===== config.mk =====
export PLATFORM = sky130hd
export DESIGN_NAME = lfsr_stream_gen
export DESIGN_NICKNAME = d
export VERILOG_FILES = /design/src/rtl/lfsr_stream_pkg.sv /design/src/rtl/lfsr_lane.sv /design/src/rtl/lfsr_stream_gen.sv
export SDC_FILE = /design/constraint.sdc
export NUM_CORES = 1
export LEC_CHECK = 0
export ABC_AREA = 1
export CAP_MARGIN = 10
export CORE_ASPECT_RATIO = 2
export CORE_MARGIN = 3
export CORE_UTILIZATION = 51
export DETAILED_ROUTE_END_ITERATION = 8
export PLACE_DENSITY_LB_ADDON = 0.2
export SYNTH_ARGS = -nofsm -noshare
export SYNTH_HDL_FRONTEND = slang
export SYNTH_SLANG_ARGS = --single-unit

===== constraint.sdc =====
create_clock -name clk -period 2.3 [get_ports clk]
set_input_delay 0.46 -clock clk [delete_from_list [all_inputs] [get_ports clk]]
set_output_delay 0.46 -clock clk [all_outputs]
set_load 0.1 [all_outputs]

===== src/rtl/lfsr_stream_pkg.sv =====
// Shared types and helpers for the multi-lane LFSR stream generator:
// FSM encoding, feedback tap selection and per-lane seed derivation.
package lfsr_stream_pkg;

  typedef enum logic {
    IDLE = 1'b0,
    RUN  = 1'b1
  } fsm_e;

  // All-ones mask of the low `length` bits, saturating at 64.
  function automatic logic [63:0] width_ones(input int length);
    return (length >= 64) ? '1 : ((64'd1 << length) - 64'd1);
  endfunction

  // Feedback taps, one bit set per tapped state bit.
  function automatic logic [63:0] tap_mask(input int length);
    case (length)
      4:       return 64'h0000_0000_0000_000C;
      8:       return 64'h0000_0000_0000_00B8;
      16:      return 64'h0000_0000_0000_B400;
      32:      return 64'h0000_0000_8020_0003;
      64:      return 64'hD800_0000_0000_0000;
      default: return '0;
    endcase
  endfunction

  // A zero base maps to all-ones, each lane is offset by its index, and a
  // zero result is replaced by all-ones so no lane can lock up.
  function automatic logic [63:0] lane_seed(input logic [63:0] base, input int lane,
                                            input int length);
    logic [63:0] ones;
    logic [63:0] b;
    logic [63:0] s;
    ones = width_ones(length);
    b    = base & ones;
    if (b == '0) b = ones;
    s = (b ^ 64'(lane)) & ones;
    if (s == '0) s = ones;
    return s;
  endfunction

endpackage


===== src/rtl/lfsr_lane.sv =====
// One Fibonacci LFSR lane: loadable, stepped on demand, shifts left with the
// feedback bit entering at bit 0.
module lfsr_lane
  import lfsr_stream_pkg::*;
#(
  parameter int              LENGTH = 32,
  parameter logic [LENGTH-1:0] SEED = '1
) (
  input  logic              clk,
  input  logic              rst_n,
  input  logic              load,
  input  logic [LENGTH-1:0] load_val,
  input  logic              step,
  output logic [LENGTH-1:0] state
);

  localparam logic [LENGTH-1:0] TAPS = LENGTH'(tap_mask(LENGTH));

  logic fb;
  assign fb = ^(state & TAPS);

  // NOTE: state uses <= so every lane samples the pre-edge value; the reset
  // value is the derived seed, never zero, since an all-zero LFSR never leaves zero.
  always_ff @(posedge clk or negedge rst_n) begin
    if (!rst_n) begin
      state <= SEED;
    end else if (load) begin
      state <= load_val;
    end else if (step) begin
      state <= {state[LENGTH-2:0], fb};
    end
  end

endmodule


===== src/rtl/lfsr_stream_gen.sv =====
// Multi-lane LFSR word source on a valid/ready stream: bursts of a latched
// length or continuous runs, with seed reload in IDLE and early stop.
module lfsr_stream_gen
  import lfsr_stream_pkg::*;
#(
  parameter int                LENGTH    = 32,
  parameter int                NUM_CH    = 2,
  parameter logic [LENGTH-1:0] KEY       = '1,
  parameter int                MAX_BURST = 256,
  localparam int               BW        = $clog2(MAX_BURST + 1)
) (
  input  logic                     clk,
  input  logic                     rst_n,
  input  logic                     seed_load,
  input  logic [LENGTH-1:0]        seed_data,
  input  logic                     start,
  input  logic [BW-1:0]            burst_len,
  input  logic                     stop,
  output logic                     out_valid,
  input  logic                     out_ready,
  output logic [NUM_CH*LENGTH-1:0] out_data,
  output logic                     out_last,
  output logic                     busy,
  output logic [31:0]              count
);

  if (!(LENGTH == 4 || LENGTH == 8 || LENGTH == 16 || LENGTH == 32 || LENGTH == 64))
  begin : g_bad_length
    $error("lfsr_stream_gen: unsupported LENGTH %0d", LENGTH);
  end
  if (NUM_CH < 1) begin : g_bad_num_ch
    $error("lfsr_stream_gen: NUM_CH must be at least 1, got %0d", NUM_CH);
  end

  fsm_e          state_q, state_d;
  logic [BW-1:0] len_q;
  logic          stop_pend;
  logic          idle, hs, load_seed, take_start, len_hit, leave_run;

  assign idle       = (state_q == IDLE);
  assign hs         = out_valid & out_ready;
  assign load_seed  = idle & seed_load;
  assign take_start = idle & start;
  assign len_hit    = (len_q != '0) && (count == 32'(len_q) - 32'd1);
  assign out_last   = out_valid & (stop_pend | len_hit);
  assign leave_run  = hs & (out_last | stop);

  for (genvar i = 0; i < NUM_CH; i++) begin : g_lane
    lfsr_lane #(
      .LENGTH (LENGTH),
      .SEED   (LENGTH'(lane_seed(64'(KEY), i, LENGTH)))
    ) u_lane (
      .clk      (clk),
      .rst_n    (rst_n),
      .load     (load_seed),
      .load_val (LENGTH'(lane_seed(64'(seed_data), i, LENGTH))),
      .step     (hs),
      .state    (out_data[i*LENGTH +: LENGTH])
    );
  end

  always_ff @(posedge clk or negedge rst_n) begin
    if (!rst_n) state_q <= IDLE;
    else        state_q <= state_d;
  end

  // NOTE: state_d takes a default before the case so no path leaves it
  // unassigned, which would otherwise infer a latch.
  always_comb begin
    state_d = state_q;
    case (state_q)
      IDLE: if (start)     state_d = RUN;
      RUN:  if (leave_run) state_d = IDLE;
    endcase
  end

  always_comb begin
    out_valid = (state_q == RUN);
    busy      = (state_q == RUN);
  end

  // Burst length, beat counter and deferred stop.
  always_ff @(posedge clk or negedge rst_n) begin
    if (!rst_n) begin
      len_q     <= '0;
      count     <= '0;
      stop_pend <= 1'b0;
    end else begin
      if (take_start) begin
        len_q <= burst_len;
        count <= '0;
      end else if (hs) begin
        count <= count + 32'd1;
      end
      stop_pend <= !idle && !leave_run && (stop_pend || stop);
    end
  end

endmodule

==> flow_summary.json <==
{
  "worstSetupStartpointType": "register",
  "drv_cap": 0,
  "routedWlPerCell_um": 15.6,
  "cts-root-buf": "clkbuf_16",
  "p_total_w": 0.0134,
  "status": "finished with violations",
  "synth_top_area_cell": "dfstp_2",
  "hold_class": "input port to asynchronous set/reset pin",
  "cts_buffers": 9,
  "max_freq_mhz": 395,
  "violations": "negative setup slack",
  "first_pass_iters": 5,
  "synth.most_common_cell": "nand2_1",
  "fin_crit_ns": 2.53,
  "synthTopCellsByCount": "247 x nand2_1, 122 x nor2_1, 74 x inv_1, 63 x dfstp_2, 62 x nand3_1",
  "synth-warning-count": 0,
  "drtIter0Drc": 279,
  "synth_top_area_share_pct": 26.8,
  "antenna_found_initial": 0,
  "synthArstFlopShare_pct": 100,
  "ys_seq_elements": 107,
  "detail-route-antenna-nets": 0,
  "synth-seq-area-share_pct": 44.6,
  "cts_max_level": 3,
  "via_per_inst": 5.34,
  "synthFlopType": "dfstp_2",
  "fin_ws_ns": -0.232,
  "setup-violations-final": 1,
  "worst_pin_slew_ns": 0.692,
  "start_util_pct": 52.5,
  "vias": 6369,
  "grt_pass1_vias": 6319,
  "insertedDiodeCount": 0,
  "crit_slowest_cell": "dfrtp_1",
  "ys_types": 41,
  "clkTransAtPathRegs_ns": 0.08,
  "die_width_um": 83.8,
  "cts_sinks": 107,
  "synth_edf_count": 0,
  "port_buffers": 145,
  "synth_nets": 918,
  "syn_inst": 869,
  "drive_gt1_share_pct": 30.6,
  "clk_latency_ns": 0.35,
  "p_leak_nw": 3.98,
  "gp_congestion": 0.893,
  "clock-skew-final_ns": 0.0164,
  "path_class": "register to primary output",
  "place_hpwl_mm": 13.7,
  "grt_usage_pct": 27.4,
  "routed_wl_mm": 18.6,
  "peakVddDrop_mv": 1.67,
  "die_y_um": 162,
  "drc": 0,
  "synth.top_cells.by_area": "dfstp_2 27%, dfrtp_1 18%, nand2_1 15%, nor2_1 7.4%, nand3_1 5.0%",
  "max-slew-margin-rel_pct": 53.8,
  "p_per_area_nw_per_um2": 1590,
  "maxSlewViolCount": 0,
  "die-area_sq_um": 13600,
  "finalCritPeriodShare_pct": 110,
  "whs_ns": 0.117,
  "area_growth_pct": 36.5,
  "cts.path.max_buffers": 2,
  "grt_max_degree": 43,
  "critical_path.cell_chain": "inv_2, ha_4, nand2_1, inv_1, nor2_2, nand3_1, nor2_1, nand2_1, nor2_2, nand3_2, a21oi_4, buf_12",
  "hold_viol": 0,
  "worst_ep_required_time_ns": 1.84,
  "end_kind": "primary output",
  "slowest_delay_ns": 0.40,
  "critPathMaxFanout": 2,
  "cts_tree": "built",
  "rsz0062_at_grt": "true",
  "grt_pass1_wl_mm": 30.2,
  "num-nets-final": 1091,
  "syn_avg_cell_area_sq_um": 7.11,
  "io_pins": 146,
  "row_count": 56,
  "overflow": 0,
  "cp.arrival_ns": 2.07,
  "core_area_sq_um": 11800,
  "synth_area_sq_um": 6180,
  "pre_cts_ws_ns": -0.444
}
-- routing by layer --
layer,share of wire (%),vias up,global-route usage (%)
met3,4.1,58,3.76
met5,0,-,0
li1,-,3131,-
met4,5.0,0,14.8
met2,53,215,49.5
met1,37,2965,30.9
-- through the flow --
| step | instances | area (sq um) | util (%) | setup TNS, ns |
|---|---|---|---|---|
| 2_1_floorplan | 869 | 6370 | - | -0.0433 |
| 3_3_place_gp | 1173 | 8060 | 68.4 | -20.34 |
| 3_5_place_dp | 1173 | 8060 | 68.4 | -20.78 |
| 4_1_cts | 1191 | 8410 | 71.5 | -0.227 |
| 5_1_grt | 1192 | 8440 | 71.7 | -0.383 |
| 6_report | 1192 | 8440 | 71.7 | -0.232 |
-- report_power, final --
part | internal, W | switching [W] | total (W)
clock | 0.000962 | 0.000727 | 0.00169
sequential | 0.00296 | 0.000677 | 0.00364
combinational | 0.00180 | 0.00625 | 0.00806
total | 0.00573 | 0.00766 | 0.0134
-- worst max-delay path, delay by kind of cell, from the launching register on --
kind	cells	cell delay (ns)
AND/OR/NAND/NOR	7	0.63
flip-flops	1	0.40
buffers and inverters	3	0.31
adder cells (fa/ha/maj)	1	0.19
AO/OA/AOI/OAI	1	0.19
-- cell usage in the layout, fill, tap and decap left out, types with 2 or more instances in the layout --
cell             count
nand3_1             60
buf_4              150
nand2_4              2
nor2_4               6
nor3_1              39
dfstp_2             63
o21ai_0             24
bufinv_16            2
clkinv_1             2
buf_12               5
dfrtp_4             28
inv_6                2
dfrtp_2              4
inv_1               70
nor2_1             113
nand2_1            239
a21oi_1             48
mux2i_1              4
dfrtp_1             12
nor3_4               2
nand3_2              4
o21ai_1             38
and2_1               2
nand4_1             10
clkbuf_16            9
nor2_2              10
xnor2_1              4
nand2_2             10
nor4_1               5
inv_2               11
clkdlybuf4s50_1     45
xor2_1               3
-- registers in the layout, summed over array words and instances (netlist names) --
signal	count
stop_pend	1
count	32
len_q	9
busy	1
g_lane.u_lane.state	64
-- logic make-up after synthesis --
logic type                 synth area share, %
and+or+nand+nor                           36.1
buffers and inverters                     7.61
AOI/OAI and AO/OA                         9.68
DFF                                       44.6
xor gates and xnor gates                 0.992
muxes                                    0.648
adders and majority gates                0.405
-- area by class of cell --
type / instances / area [sq um]
fill: 989 / 3330
multi-input combinational: 641 / 3070
sequential: 107 / 2870
timing repair buffer: 201 / 1690
inverter: 82 / 308
clock buffer: 9 / 225
tap: 145 / 181
clock inverter: 7 / 97.6
-- final timing paths --
kind / start / end / slack [ns] / depth (start not counted)
hold / removal: rst_n / count[12] / 0.12 / 1
setup reg to reg: count[0] / count[28] / 0.25 / 11
setup / recovery: len_q[0] / out_last / -0.23 / 12
min in group clk: g_lane[1].u_lane.state[25] / g_lane[1].u_lane.state[25] / 0.48 / 2
max in group asynchronous: rst_n / g_lane[0].u_lane.state[18] / 1.42 / 2
hold reg to reg: g_lane[1].u_lane.state[25] / g_lane[1].u_lane.state[25] / 0.48 / 2
-- repair_timing --
item / CTS / global route
hold buffers: 0 / 0
buffers inserted: 2 / 1
endpoints found under the setup margin: 32 / 3
gates cloned: 0 / 0
gates resized for setup: 6 / 6
pin swaps: 8 / 3
(Power assumes the default switching activity.)
